===== config.mk =====
export PLATFORM = sky130hd
export DESIGN_NAME = frame_packer_flat
export DESIGN_NICKNAME = d
export VERILOG_FILES = /design/src/rtl/frame_pkg.sv /design/src/rtl/frame_packer_if.sv /design/src/rtl/frame_packer.sv /design/src/flat_wrapper.sv
export SDC_FILE = /design/constraint.sdc
export NUM_CORES = 1
export LEC_CHECK = 0
export ABC_AREA = 1
export CORE_MARGIN = 2
export CORE_UTILIZATION = 30
export CTS_BUF_LIST = sky130_fd_sc_hd__clkbuf_4 sky130_fd_sc_hd__clkbuf_8
export DETAILED_ROUTE_END_ITERATION = 6
export SKIP_CTS_REPAIR_TIMING = 1
export SYNTH_ARGS = -nofsm -noshare
export SYNTH_HDL_FRONTEND = slang
export SYNTH_SLANG_ARGS = --single-unit

===== constraint.sdc =====
create_clock -name clk -period 3.25 [get_ports clk]
set_input_delay 0.65 -clock clk [delete_from_list [all_inputs] [get_ports clk]]
set_output_delay 0.65 -clock clk [all_outputs]
set_load 0.1 [all_outputs]

===== src/rtl/frame_pkg.sv =====
// -----------------------------------------------------------------------------
// frame_pkg
// Shared types and constants for the frame packer: FSM state encoding, the
// default SYNC byte, header field layout and checksum width, plus a helper
// that assembles the header byte from its fields.
// -----------------------------------------------------------------------------
package frame_pkg;

  typedef enum logic [1:0] {
    IDLE,
    HEADER,
    DATA,
    CSUM
  } state_e;

  localparam logic [7:0] SYNC_BYTE_DEF = 8'hA5;

  // Header byte layout: {overflow, seq[6:0]}
  localparam int OVF_BIT = 7;
  localparam int SEQ_W   = 7;

  localparam int CSUM_W  = 8;

  function automatic logic [7:0] make_header(input logic ovf,
                                             input logic [SEQ_W-1:0] seq);
    logic [7:0] hdr;
    hdr             = '0;
    hdr[OVF_BIT]    = ovf;
    hdr[SEQ_W-1:0]  = seq;
    return hdr;
  endfunction

endpackage


===== src/rtl/frame_packer_if.sv =====
// -----------------------------------------------------------------------------
// frame_packer_if
// Bundles the two streams around the frame packer:
//   in_*  : sample stream from the skid buffer (valid/ready, data, sticky ovf)
//   out_* : byte stream towards the UART/byte link (valid/ready, data, last)
// Modports:
//   master : the packer itself (consumes samples, produces bytes)
//   slave  : the surrounding environment (produces samples, consumes bytes)
// -----------------------------------------------------------------------------
interface frame_packer_if #(
  parameter int DATA_SIZE = 16
);
  logic                 in_valid;
  logic                 in_ready;
  logic [DATA_SIZE-1:0] in_data;
  logic                 in_overflow;
  logic                 out_valid;
  logic                 out_ready;
  logic [7:0]           out_data;
  logic                 out_last;

  modport master (
    input  in_valid, in_data, in_overflow, out_ready,
    output in_ready, out_valid, out_data, out_last
  );

  modport slave (
    output in_valid, in_data, in_overflow, out_ready,
    input  in_ready, out_valid, out_data, out_last
  );
endinterface


===== src/rtl/frame_packer.sv =====
// -----------------------------------------------------------------------------
// frame_packer
// Packs SAMPLES_PER_FRAME samples of DATA_SIZE bits into a byte-wide frame:
//   SYNC, {overflow, seq[6:0]}, payload bytes MSB-first, 8-bit additive checksum
// The checksum covers header and payload bytes. The overflow bit is sampled
// once per frame, when SYNC is loaded.
// Ports:
//   clk   : system clock, rising edge
//   rst_n : asynchronous active-low reset
//   bus   : frame_packer_if.master (sample input stream, byte output stream)
// -----------------------------------------------------------------------------
module frame_packer
  import frame_pkg::*;
#(
  parameter int         DATA_SIZE         = 16,
  parameter int         SAMPLES_PER_FRAME = 4,
  parameter logic [7:0] SYNC_BYTE         = SYNC_BYTE_DEF
) (
  input  logic           clk,
  input  logic           rst_n,
  frame_packer_if.master bus
);

  localparam int BYTES  = DATA_SIZE / 8;
  localparam int BYTE_W = (BYTES > 1) ? $clog2(BYTES) : 1;
  localparam int SAMP_W = (SAMPLES_PER_FRAME > 1) ? $clog2(SAMPLES_PER_FRAME) : 1;
  localparam logic [BYTE_W-1:0] LAST_BYTE = BYTE_W'(BYTES - 1);
  localparam logic [SAMP_W-1:0] LAST_SAMP = SAMP_W'(SAMPLES_PER_FRAME - 1);

  if (DATA_SIZE < 8 || (DATA_SIZE % 8) != 0) begin : g_bad_data_size
    $error("frame_packer: DATA_SIZE must be a multiple of 8 and >= 8");
  end
  if (SAMPLES_PER_FRAME < 1) begin : g_bad_spf
    $error("frame_packer: SAMPLES_PER_FRAME must be >= 1");
  end

  state_e               state_q,      state_d;
  logic                 out_valid_q,  out_valid_d;
  logic [7:0]           out_data_q,   out_data_d;
  logic                 out_last_q,   out_last_d;
  logic [SEQ_W-1:0]     seq_q,        seq_d;
  logic [CSUM_W-1:0]    csum_q,       csum_d;
  logic [BYTE_W-1:0]    byte_idx_q,   byte_idx_d;
  logic [SAMP_W-1:0]    samp_idx_q,   samp_idx_d;
  logic [DATA_SIZE-1:0] shift_q,      shift_d;
  logic                 hdr_ovf_q,    hdr_ovf_d;

  logic       slot_free;
  logic       in_ready;
  logic       load;
  logic [7:0] load_byte;
  logic       load_last;
  logic       sample_done;

  // The output register can take a new byte when empty or being drained now.
  assign slot_free = !out_valid_q || bus.out_ready;
  // Samples are only taken at a sample boundary; in_valid never feeds in_ready.
  assign in_ready  = (state_q == DATA) && (byte_idx_q == '0) && slot_free;

  always_comb begin
    // NOTE: every signal written here is defaulted first so no latch is inferred.
    state_d     = state_q;
    out_valid_d = out_valid_q;
    out_data_d  = out_data_q;
    out_last_d  = out_last_q;
    seq_d       = seq_q;
    csum_d      = csum_q;
    byte_idx_d  = byte_idx_q;
    samp_idx_d  = samp_idx_q;
    shift_d     = shift_q;
    hdr_ovf_d   = hdr_ovf_q;
    load        = 1'b0;
    load_byte   = 8'h00;
    load_last   = 1'b0;
    sample_done = 1'b0;

    unique case (state_q)
      IDLE: begin
        if (bus.in_valid && slot_free) begin
          load      = 1'b1;
          load_byte = SYNC_BYTE;
          hdr_ovf_d = bus.in_overflow;
          state_d   = HEADER;
        end
      end

      HEADER: begin
        if (slot_free) begin
          load       = 1'b1;
          load_byte  = make_header(hdr_ovf_q, seq_q);
          csum_d     = load_byte;
          byte_idx_d = '0;
          samp_idx_d = '0;
          state_d    = DATA;
        end
      end

      DATA: begin
        if (byte_idx_q == '0) begin
          if (bus.in_valid && in_ready) begin
            load      = 1'b1;
            load_byte = bus.in_data[DATA_SIZE-1 -: 8];
            shift_d   = bus.in_data << 8;
            csum_d    = csum_q + load_byte;
            if (LAST_BYTE == '0) sample_done = 1'b1;
            else                 byte_idx_d  = BYTE_W'(1);
          end
        end else if (slot_free) begin
          load      = 1'b1;
          load_byte = shift_q[DATA_SIZE-1 -: 8];
          shift_d   = shift_q << 8;
          csum_d    = csum_q + load_byte;
          if (byte_idx_q == LAST_BYTE) begin
            byte_idx_d  = '0;
            sample_done = 1'b1;
          end else begin
            byte_idx_d  = byte_idx_q + BYTE_W'(1);
          end
        end

        if (sample_done) begin
          if (samp_idx_q == LAST_SAMP) begin
            samp_idx_d = '0;
            state_d    = CSUM;
          end else begin
            samp_idx_d = samp_idx_q + SAMP_W'(1);
          end
        end
      end

      CSUM: begin
        if (slot_free) begin
          load      = 1'b1;
          load_byte = csum_q;
          load_last = 1'b1;
          seq_d     = seq_q + SEQ_W'(1);
          csum_d    = '0;
          state_d   = IDLE;
        end
      end

      default: state_d = IDLE;
    endcase

    // Output register: load a new byte, or drop valid once the current one is taken.
    if (load) begin
      out_valid_d = 1'b1;
      out_data_d  = load_byte;
      out_last_d  = load_last;
    end else if (bus.out_ready) begin
      out_valid_d = 1'b0;
      out_last_d  = 1'b0;
    end
  end

  // NOTE: the shift register is reset along with the control state; it is small
  // and a clean reset value keeps the discarded partial sample out of view.
  always_ff @(posedge clk or negedge rst_n) begin
    if (!rst_n) begin
      state_q     <= IDLE;
      out_valid_q <= 1'b0;
      out_data_q  <= 8'h00;
      out_last_q  <= 1'b0;
      seq_q       <= '0;
      csum_q      <= '0;
      byte_idx_q  <= '0;
      samp_idx_q  <= '0;
      shift_q     <= '0;
      hdr_ovf_q   <= 1'b0;
    end else begin
      // NOTE: non-blocking assignments so every flop samples pre-edge values.
      state_q     <= state_d;
      out_valid_q <= out_valid_d;
      out_data_q  <= out_data_d;
      out_last_q  <= out_last_d;
      seq_q       <= seq_d;
      csum_q      <= csum_d;
      byte_idx_q  <= byte_idx_d;
      samp_idx_q  <= samp_idx_d;
      shift_q     <= shift_d;
      hdr_ovf_q   <= hdr_ovf_d;
    end
  end

  assign bus.in_ready  = in_ready;
  assign bus.out_valid = out_valid_q;
  assign bus.out_data  = out_data_q;
  assign bus.out_last  = out_last_q;

endmodule


===== src/flat_wrapper.sv =====
// flat-port wrapper written by rule: the top's interface ports become plain ports
module frame_packer_flat import frame_pkg::*;
#(
  parameter int         DATA_SIZE         = 16,
  parameter int         SAMPLES_PER_FRAME = 4,
  parameter logic [7:0] SYNC_BYTE         = SYNC_BYTE_DEF
)
  (clk, rst_n, bus_in_valid, bus_in_data, bus_in_overflow, bus_out_ready, bus_in_ready, bus_out_valid, bus_out_data, bus_out_last);
  frame_packer_if #(.DATA_SIZE(DATA_SIZE)) bus_i ();
  input  logic clk;
  input  logic rst_n;
  input wire logic [$bits(bus_i.in_valid)-1:0] bus_in_valid;
  input wire logic [$bits(bus_i.in_data)-1:0] bus_in_data;
  input wire logic [$bits(bus_i.in_overflow)-1:0] bus_in_overflow;
  input wire logic [$bits(bus_i.out_ready)-1:0] bus_out_ready;
  output wire logic [$bits(bus_i.in_ready)-1:0] bus_in_ready;
  output wire logic [$bits(bus_i.out_valid)-1:0] bus_out_valid;
  output wire logic [$bits(bus_i.out_data)-1:0] bus_out_data;
  output wire logic [$bits(bus_i.out_last)-1:0] bus_out_last;
  assign bus_i.in_valid = bus_in_valid;
  assign bus_i.in_data = bus_in_data;
  assign bus_i.in_overflow = bus_in_overflow;
  assign bus_i.out_ready = bus_out_ready;
  assign bus_in_ready = bus_i.in_ready;
  assign bus_out_valid = bus_i.out_valid;
  assign bus_out_data = bus_i.out_data;
  assign bus_out_last = bus_i.out_last;
  frame_packer #(.DATA_SIZE(DATA_SIZE), .SAMPLES_PER_FRAME(SAMPLES_PER_FRAME), .SYNC_BYTE(SYNC_BYTE)) u_core (.clk(clk), .rst_n(rst_n), .bus(bus_i));
endmodule

==> results of run 1 <==
-- how the worst min path moves through the flow --
| stage | end | slack [ns] |
|---|---|---|
| final | u_core.bus.out_last$_DFFE_PN0P_ | 0.46 |
| after global routing | u_core.seq_q[3]$_DFFE_PN0P_ | 0.54 |
| after CTS | u_core.samp_idx_q[1]$_DFFE_PN0P_ | 0.49 |
| after detailed placement | u_core.samp_idx_q[1]$_DFFE_PN0P_ | 0.47 |
| after global placement | u_core.samp_idx_q[1]$_DFFE_PN0P_ | 0.47 |
| after floorplan | u_core.bus.out_data[0]$_DFFE_PN0P_ | 0.35 |
-- layout make-up --
class,instances,area (sq um),share of cell area (%)
Multi-Input combinational cell,250,1310,43.92
Clock inverter,3,15.01,0.5034
Timing Repair Buffer,34,312.8,10.49
Inverter,45,168.9,5.663
Clock buffer,5,68.82,2.307
Tap cell,105,131.4,4.404
Sequential cell,39,975.9,32.72
-- cell families after synthesis --
group | Yosys count | synth area share [%]
adder cells (fa/ha/maj) | 15 | 7.812
flip-flops | 39 | 39.06
buffers and inverters | 51 | 8.513
XOR/XNOR | 6 | 2.103
AO/OA/AOI/OAI | 44 | 10.17
AND/OR/NAND/NOR | 185 | 32.35
-- registers in the layout, summed over array words and instances (netlist names), 2 cells and up --
register and flops:
u_core.bus.out_data 8, u_core.csum_q 8, u_core.samp_idx_q 2, u_core.seq_q 7, u_core.shift_q 8, u_core.state_q 2
-- per-layer routing --
layer	up-vias	global-route usage, %	routed length, microns
li1	1149	-	-
met1	1027	23.22	3189
met2	69	22.01	2713
met3	14	3.162	406
met4	0	6.039	144
met5	-	0	0
-- through the flow --
step	instance area [sq um]	utilization (%)	total power [W]
final	2983	36.67	0.003297
after global routing	2983	36.67	0.003609
after CTS	2983	36.67	0.003301
after detailed placement	2899	35.64	0.002970
after global placement	2899	35.64	0.002937
after floorplan	2499	-	0.002457
-- cells in the final DEF, fill, tap and decap left out, drive strengths merged --
cell type        n
a21oi            9
a22oi            1
clkdlybuf4s50   19
o21ai           26
xor2             6
inv             44
nand4            6
a22o             3
clkinv           4
nand2          121
nor3             2
ha              14
buf             15
a21boi           3
fa               1
o211ai           2
clkbuf           5
nor2            28
nand3           28
dfrtp           39
-- worst max-delay path, stage by stage --
cell	delay, ns
clkdlybuf4s50_1	0.49
inv_2	0.06
nand2_4	0.10
nand2_4	0.09
nor2_1	0.21
buf_12	0.21
-- where the power goes --
group / switching, W / leakage [nW] / total [W] / internal (W)
sequential: 0.000169 / 0.471 / 0.000874 / 0.000705
clock: 0.000179 / 0.0477 / 0.000326 / 0.000147
combinational: 0.00147 / 1.03 / 0.00210 / 0.000624
==> results by group, run 1 <==
Synth
  – Yosys top cell area share: 39.06%
  – Largest area contributor in the netlist: dfrtp_1
  – Post-synth EDFFs: 0
  – Synthesized Nets: 376
  – Post-synthesis sequential area ratio: approximately two fifths
  – Syn avg cell area: 7.349 sq um
  – Syn Std Cell Area: 0.002499 sq mm
  – Syn Inst Count: 340
  – Most frequent cell after synthesis: nand2_1
  – Yosys cell types: 30
  – Post-synth top cells: nand2_1, inv_1, dfrtp_1, nand3_1, nor2_1
  – Yosys reg bits: 39
  – Warnings, synthesis: 0
  – Top FF cell, synth: dfrtp_1
  – Top area cells in the synthesized netlist: dfrtp_1, nand2_1, ha_1
  – Asr flop ratio synth: 100.0%

Floorplanning
  – Die footprint: 0.009074 sq mm
  – Initial Util: 30.72%
  – Site row count: 33
  – I/O pin total: 32
  – CORE AREA: 0.008134 sq mm
  – Die height: 95.26 microns
  – Die Width: ~95 microns

Drt
  – Wire per inst: 13.42 microns
  – Final WL: 6.454 mm
  – DR vias/cell: 4.696
  – Iteration-0 DRC count of the detailed router: 206
  – # DRC: 0
  – Via count: 2259
  – Drt pass-1 iters: 4
  – DRT antenna net count: 0

Cells and area
  – Proportion of layout cells with a drive suffix above 1: 10.37%
  – N_diodes: 0
  – Nets: 411
  – Layout fillers: 864
  – Non-Filler Instances: just under 500
  – Area growth, synth to finish: 19.38%

STA
  – Max Freq: 408.5 MHz
  – Layout Skew: 0.002861 ns
  – Final hold slack: 0.4636 ns
  – Fin. max-slew vios: 0
  – Max-Slew Margin vs Limit: 41.38%
  – RSZ-0062 raised after global routing: false
  – Final Hold Fails: 0
  – Fin crit share: 75.32%
  – Period minus WS final: 2.448 ns
  – Tightest Pin Transition: 0.8793 ns
  – Setup TNS: 0 ns
  – Final setup viols: 0
  – PnR worst setup slack: 0.8020 ns

Run status
  – Outcome: complete, no violations

Clock tree
  – Clk sinks: 39
  – Worst skew pair latency: 0.30 ns
  – H-tree Lvls: 2
  – Worst-path clk slew: around 0.080 ns
  – CTS tree: yes
  – TritonCTS buffer count: 5
  – Clock Tree Buf Depth: 2
  – Root buffer cell: clkbuf_8

Worst setup path
  – Critical path capture point: bus_in_ready
  – Crit. Startpoint: bus_out_ready
  – Worst setup SP type: input port
  – R2r setup slk: roughly 1.1 ns
  – WP data arrival: ~1.8 ns
  – Crit-path max FO: 5
  – Critical Path RT: 2.60 ns
  – Reg2Reg Depth: 10
  – Reg2reg end: u_core.csum_q[3]$_DFFE_PN0P_
  – R2r startpoint: u_core.state_q[0]$_DFFE_PN0P_
  – CP Class: in -> out
  – CP endpoint kind: output pin

Worst hold path
  – Hold/Removal Path Class: in -> async

Placed design
  – DPL Wire Length: ~5.0 mm
  – Final Wtd Congestion: 0.8496
  – I/O Buffers: 31
  – Pre-CTS setup slack: around 0.78 ns
  – Placed cell count: around 470

Global route
  – Largest net degree at the start of global routing: 40
  – GRT overflow: 0
  – Vias in the first global route: 2175
  – GRT Overall Usage: 15.62%
  – Initial antenna violation count: 0
  – Wire length of the first global-routing pass: 10.82 mm

Power and ir drop
  – Pwr per Cell Area: between 1000 and 1500 mW/mm^2
  – Maximum VDD drop: 286.6 uV
  – Leak: 1.551 nW

Job
  – Max-cap viol count: 0
No activity file was read; power rests on OpenSTA's default activity.
==> run 2: changes to the inputs <==
Clock period 3.25 ns to 2.55 ns, I/O delays scaled along.
==> run 2 against run 1 <==
Net effect:
- sequential cell count unchanged
- largest cell class unchanged
- clock power increased by 46%
- sequential power increased by 29%
- sequential share of layout area decreased by 0.41 points
- cell area increased by 1.3%
- clock-buffer cell count increased by 3
- first-iteration DRC count decreased by 25%
- final cell count increased by 0.42%
- highest routed layer unchanged
- core utilization increased by 0.46 points
==> results by group, run 2 (synthesis gave the netlist of run 1 again) <==
Run status
  – Outcome: complete, no violations

Power and ir drop
  – Logic pwr share: 62.4% (-1.2 points)
  – Leak: 1.569 nW (+1.1%)
  – Maximum VDD drop: 403.2 uV (+41%)
  – Clock power share: 11.2% (+1.3 points)
  – Switching share of total power: 53.93% (-1.3 points)
  – Pwr per Cell Area: 1414 mW/mm^2 (+28%)
  – Tot Pwr: 0.004272 W (+30%)
  – Switching pwr: 0.002304 W (+27%)
  – Sequential Power Share: 26.5% (about the same)
  – Int Power: 0.001968 W (+33%)

Global route
  – Wire length of the first global-routing pass: 10.75 mm (-0.64%)
  – Largest net degree at the start of global routing: 40 (unchanged)
  – GRT Overall Usage: 15.47% (-0.15 points)
  – Vias in the first global route: 2189 (+0.64%)
  – GRT overflow: 0 (unchanged)
  – Initial antenna violation count: 0 (unchanged)

Floorplanning
  – I/O pin total: 32 (unchanged)
  – CORE AREA: 0.008134 sq mm (unchanged)
  – Initial Util: 30.72% (unchanged)
  – Die Width: 95.26 microns (unchanged)
  – Site row count: 33 (unchanged)
  – Die height: 95.26 microns (unchanged)
  – Die footprint: 0.009074 sq mm (unchanged)

STA
  – RSZ-0062 raised after global routing: false
  – Layout Skew: 0.003596 ns (+0.0007346 ns)
  – Tightest Pin Transition: 0.8792 ns (-0.0001479 ns)
  – Fin crit share: 85.69%
  – Max-Slew Margin vs Limit: 41.39% (about the same)
  – Period minus WS final: 2.185 ns
  – Max Freq: 457.6 MHz
  – Setup TNS: 0 ns (unchanged)
  – Final hold slack: 0.3364 ns (-0.1272 ns)
  – Final setup viols: 0 (unchanged)
  – Fin. max-slew vios: 0 (unchanged)
  – Final Hold Fails: 0 (unchanged)

Placed design
  – Final Wtd Congestion: 0.8462 (-0.40%)
  – I/O Buffers: 31 (unchanged)
  – DPL Wire Length: 4.998 mm (about the same)
  – Cell Area, Placed: 0.002917 sq mm (+0.60%)

Worst setup path
  – Crit-path max FO: 13 (+8)
  – WP data arrival: 2.40 ns (+0.60 ns)
  – Critical Path RT: 2.77 ns (+0.17 ns)
  – CP endpoint kind: flop
  – CP Class: reg -> reg
  – Worst setup SP type: flop

Drt
  – Iteration-0 DRC count of the detailed router: 154 (-25%)
  – DRT antenna net count: 0 (unchanged)
  – # DRC: 0 (unchanged)
  – Drt pass-1 iters: 4 (unchanged)
  – Final WL: 6.362 mm (-1.4%)
  – DR vias/cell: 4.569 (-2.7%)
  – Via count: 2207 (-2.3%)
  – Wire per inst: 13.17 microns (-1.8%)

Clock tree
  – Worst-path clk slew: 0.08 ns (about the same)
  – CTS tree: yes
  – Clk sinks: 39 (unchanged)
  – TritonCTS buffer count: 5 (unchanged)
  – Root buffer cell: clkbuf_8
  – H-tree Lvls: 2 (unchanged)
  – Worst skew pair latency: 0.29 ns (about the same)
  – Clock Tree Buf Depth: 2 (unchanged)

Worst hold path
  – Hold/Removal Path Class: in -> async

Cells and area
  – Nets: 413 (+0.49%)
  – Layout fillers: 870 (+0.69%)
  – Proportion of layout cells with a drive suffix above 1: 11.11% (+0.74 points)
  – Post-route cell area: 0.003020 sq mm (+1.3%)
  – N_diodes: 0 (unchanged)
  – Commonest non-fill, non-tap cells in the layout: nand2_1, inv_1, dfrtp_1
  – Multi-input gate area: 0.001313 sq mm (+0.19%)
  – Commonest non-fill, non-tap cell in the layout: nand2_1
  – FF+latch area: 975.9 sq um (unchanged)
  – Area growth, synth to finish: 20.88%

Job
  – Max-cap viol count: 0 (unchanged)
-- run 2: cell types whose count changed in the layout (fill, tap and decap cells not counted) --
cell      before  now
clkinv_2       3    0
buf_4         13   15
clkbuf_8       5    7
clkbuf_4       0    1
nor2_1        25   24
nor2_2         3    4
-- run 2: through the flow --
step           utilization [%]  std cells  worst slack [ns]
2_1_floorplan                -        340            0.1378
6_report                 37.13        483            0.3648
3_3_place_gp             35.86        475            0.2540
3_5_place_dp             35.86        475            0.2401
4_1_cts                  37.13        483            0.3592
5_1_grt                  37.13        483           0.01814
-- run 2: worst paths after layout --
path / startpoint / cells after the start / slack, ns / end
setup / recovery: u_core.byte_idx_q$_DFFE_PN0P_ / 12 / 0.36 / u_core.csum_q[4]$_DFFE_PN0P_
hold / removal: rst_n / 1 / 0.34 / u_core.bus.out_last$_DFFE_PN0P_
setup reg to reg: u_core.byte_idx_q$_DFFE_PN0P_ / 12 / 0.36 / u_core.csum_q[4]$_DFFE_PN0P_
hold reg to reg: u_core.samp_idx_q[1]$_DFFE_PN0P_ / 2 / 0.49 / u_core.samp_idx_q[1]$_DFFE_PN0P_
max in group asynchronous: rst_n / 1 / 1.67 / u_core.hdr_ovf_q$_DFFE_PN0P_
min in group clk: u_core.samp_idx_q[1]$_DFFE_PN0P_ / 2 / 0.49 / u_core.samp_idx_q[1]$_DFFE_PN0P_
-- run 2: area by class of cell --
class	count	share of cell area, %
repair buffers	36	10.85
flip-flops and latches	39	32.31
multi-input cells	250	43.45
well taps	105	4.350
inverters	45	5.592
clock buffers	8	3.438
-- run 2: routing by layer --
layer	part of all wire [%]	wire length, microns	track usage, %	vias up
li1	-	-	-	1153
met1	51	3260	23.24	998
met2	43	2764	23.30	53
met3	5.1	324	2.372	3
met4	0.19	12	3.502	0
met5	0	0	0	-
-- run 2: power by group through the flow --
| stage | combinational, W | sequential, W | clock, W |
|---|---|---|---|
| after floorplan | 0.00157 | 0.00156 | 0 |
| after global placement | 0.00263 | 0.00113 | 0 |
| after detailed placement | 0.00266 | 0.00113 | 0 |
| after CTS | 0.00267 | 0.00113 | 0.000492 |
| after global routing | 0.00301 | 0.00117 | 0.000516 |
| final | 0.00266 | 0.00113 | 0.000477 |
-- run 2: critical path: stages (launching register included) --
cell,delay [ns]
dfrtp_1,0.50
inv_1,0.27
nand2_1,0.12
nand2_1,0.06
ha_1,0.22
fa_1,0.42
nand2_1,0.09
nand2_1,0.06
nand2_1,0.06
nand2_1,0.05
o21ai_0,0.13
nand2_1,0.06
o21ai_0,0.06
==> run 3: changes to the inputs <==
Settings changed: MAX_ROUTING_LAYER from default to met4.
==> run 3 against run 2 <==
Net effect:
- sequential power is essentially flat
- sequential share of layout area is essentially flat
- worst hold slack got worse by 0.0016 ns
- critical endpoint is now bus_in_ready
- sequential cell count unchanged
- non-clock buffer count unchanged
==> results by group, run 3 (synthesis gave the netlist of run 1 again) <==
Run status
  – Outcome: complete, no violations

Worst setup path
  – CP Class: reg -> out
  – Crit-path max FO: 9 (-4)
  – Critical-path cell list: inv_1, ha_1, nand2_4, nor2_2, buf_12
  – Critical Path RT: 2.04 ns (-0.73 ns)
  – CP max stage cell: ha_1
  – Crit. Startpoint: u_core.state_q[0]$_DFFE_PN0P_
  – R2r setup slk: 0.33 ns (-0.03 ns)
  – CP endpoint kind: output pin
  – Critical path capture point: bus_in_ready
  – Reg2reg end: u_core.csum_q[4]$_DFFE_PN0P_
  – R2r startpoint: u_core.byte_idx_q$_DFFE_PN0P_
  – Worst setup SP type: flop
  – CP peak stage delay: 0.47 ns (-0.03 ns)
  – Reg2Reg Depth: 12 (unchanged)
  – WP data arrival: 1.81 ns (-0.59 ns)

Cells and area
  – Layout fillers: 848 (-2.5%)
  – FF+latch area: 975.9 sq um (unchanged)
  – N_diodes: 0 (unchanged)
  – Non-Filler Instances: 482 (-0.21%)
  – Post-route cell area: 0.003023 sq mm (about the same)
  – Commonest non-fill, non-tap cells in the layout: nand2_1, inv_1, dfrtp_1
  – Proportion of layout cells with a drive suffix above 1: 10.88% (-0.24 points)
  – Area growth, synth to finish: 20.98% (about the same)
  – Multi-input gate area: 0.001313 sq mm (unchanged)
  – Nets: 413 (unchanged)
  – Commonest non-fill, non-tap cell in the layout: nand2_1

Drt
  – Final WL: 6.557 mm (+3.1%)
  – Via count: 2275 (+3.1%)
  – # DRC: 0 (unchanged)
  – DRT antenna net count: 0 (unchanged)
  – DR vias/cell: 4.720 (+3.3%)
  – Drt pass-1 iters: 5 (+1)
  – Wire per inst: 13.60 microns (+3.3%)
  – Iteration-0 DRC count of the detailed router: 187 (+21%)

Clock tree
  – TritonCTS buffer count: 5 (unchanged)
  – Root buffer cell: clkbuf_8
  – Clk sinks: 39 (unchanged)
  – Worst-path clk slew: 0.08 ns (about the same)
  – H-tree Lvls: 2 (unchanged)
  – CTS tree: yes
  – Clock Tree Buf Depth: 2 (unchanged)
  – Worst skew pair latency: 0.30 ns (about the same)

Floorplanning
  – Die height: 95.26 microns (unchanged)
  – Initial Util: 30.72% (unchanged)
  – Die Width: 95.26 microns (unchanged)
  – I/O pin total: 32 (unchanged)
  – Site row count: 33 (unchanged)
  – CORE AREA: 0.008134 sq mm (unchanged)
  – Die footprint: 0.009074 sq mm (unchanged)

Power and ir drop
  – Maximum VDD drop: 387.3 uV (-4.0%)
  – Pwr per Cell Area: 1435 mW/mm^2 (+1.5%)
  – Leak: 1.569 nW (about the same)

Global route
  – GRT overflow: 0 (unchanged)
  – Initial antenna violation count: 0 (unchanged)
  – Largest net degree at the start of global routing: 40 (unchanged)
  – Wire length of the first global-routing pass: 10.84 mm (+0.83%)
  – Vias in the first global route: 2124 (-3.0%)
  – GRT Overall Usage: 16.03% (+0.56 points)

Placed design
  – I/O Buffers: 31 (unchanged)
  – DPL Wire Length: 5.129 mm (+2.6%)
  – Final Wtd Congestion: 0.8627 (+1.9%)
  – Pre-CTS setup slack: 0.2174 ns (-0.02271 ns)
  – Cell Area, Placed: 0.002917 sq mm (unchanged)
  – Placed cell count: 475 (unchanged)

STA
  – Layout Skew: 0.01517 ns (+0.01158 ns)
  – Max-Slew Margin vs Limit: 39.59% (-1.8 points)
  – Fin. max-slew vios: 0 (unchanged)
  – Max Freq: 431.5 MHz (-5.7%)
  – Tightest Pin Transition: 0.9061 ns (+0.02698 ns)
  – Fin crit share: 90.89% (+5.2 points)
  – Final Hold Fails: 0 (unchanged)
  – PnR worst setup slack: 0.2323 ns (-0.1325 ns)
  – Setup TNS: 0 ns (unchanged)
  – RSZ-0062 raised after global routing: false
  – Period minus WS final: 2.318 ns (+0.1325 ns)
  – Final setup viols: 0 (unchanged)

Job
  – Max-cap viol count: 0 (unchanged)

Worst hold path
  – Hold/Removal Path Class: in -> async
run 3: cell types whose count changed in the layout (fill, tap and decap cells not counted), sizes merged:
cell	change
clkbuf	-2
bufinv	+1
run 3: critical path: cells and delay by family (launching register included):
family / cells / cell delay (ns)
adder cells (fa/ha/maj): 1 / 0.47
flip-flops: 1 / 0.40
AND/OR/NAND/NOR: 2 / 0.31
buffers and inverters: 2 / 0.32
run 3: per-layer routing:
layer  up-vias  global-route usage (%)  routed length, microns
met3         4                   2.688                     375
li1       1152                       -                       -
met1      1047                   23.36                    3340
met5         -                       -                       0
met2        72                   23.47                    2797
met4         0                   3.140                      43
run 3: worst min-delay path by stage:
stage	slack, ns	start	depth (start not counted)	endpoint
3_5_place_dp	0.48	u_core.samp_idx_q[1]$_DFFE_PN0P_	2	u_core.samp_idx_q[1]$_DFFE_PN0P_
5_1_grt	0.41	rst_n	1	u_core.bus.out_valid$_DFFE_PN0P_
6_report	0.33	rst_n	1	u_core.seq_q[0]$_DFFE_PN0P_
2_1_floorplan	0.21	rst_n	0	u_core.bus.out_data[0]$_DFFE_PN0P_
3_3_place_gp	0.47	u_core.samp_idx_q[1]$_DFFE_PN0P_	2	u_core.samp_idx_q[1]$_DFFE_PN0P_
4_1_cts	0.36	rst_n	1	u_core.bus.out_valid$_DFFE_PN0P_
run 3: power breakdown:
part,switching (W),internal (W),total [W]
Combinational,0.00187,0.000813,0.00269
Clock,0.000226,0.000298,0.000524
Sequential,0.000229,0.000898,0.00113
run 3: area by class of cell:
type                       instances  share of cell area (%)
tap                              105                   4.346
clock inverter                     1                  0.9934
clock buffer                       6                   2.525
inverter                          45                   5.588
sequential                        39                   32.28
timing repair buffer              36                   10.84
multi-input combinational        250                   43.42
run 3: through the flow:
step	hold slack, ns	util, %	power [W]
floorplan	0.2144	-	0.003136
global placement	0.4726	35.86	0.003751
detailed placement	0.4768	35.86	0.003808
CTS	0.3642	37.16	0.004341
global route	0.4096	37.16	0.004709
finish	0.3348	37.16	0.004338
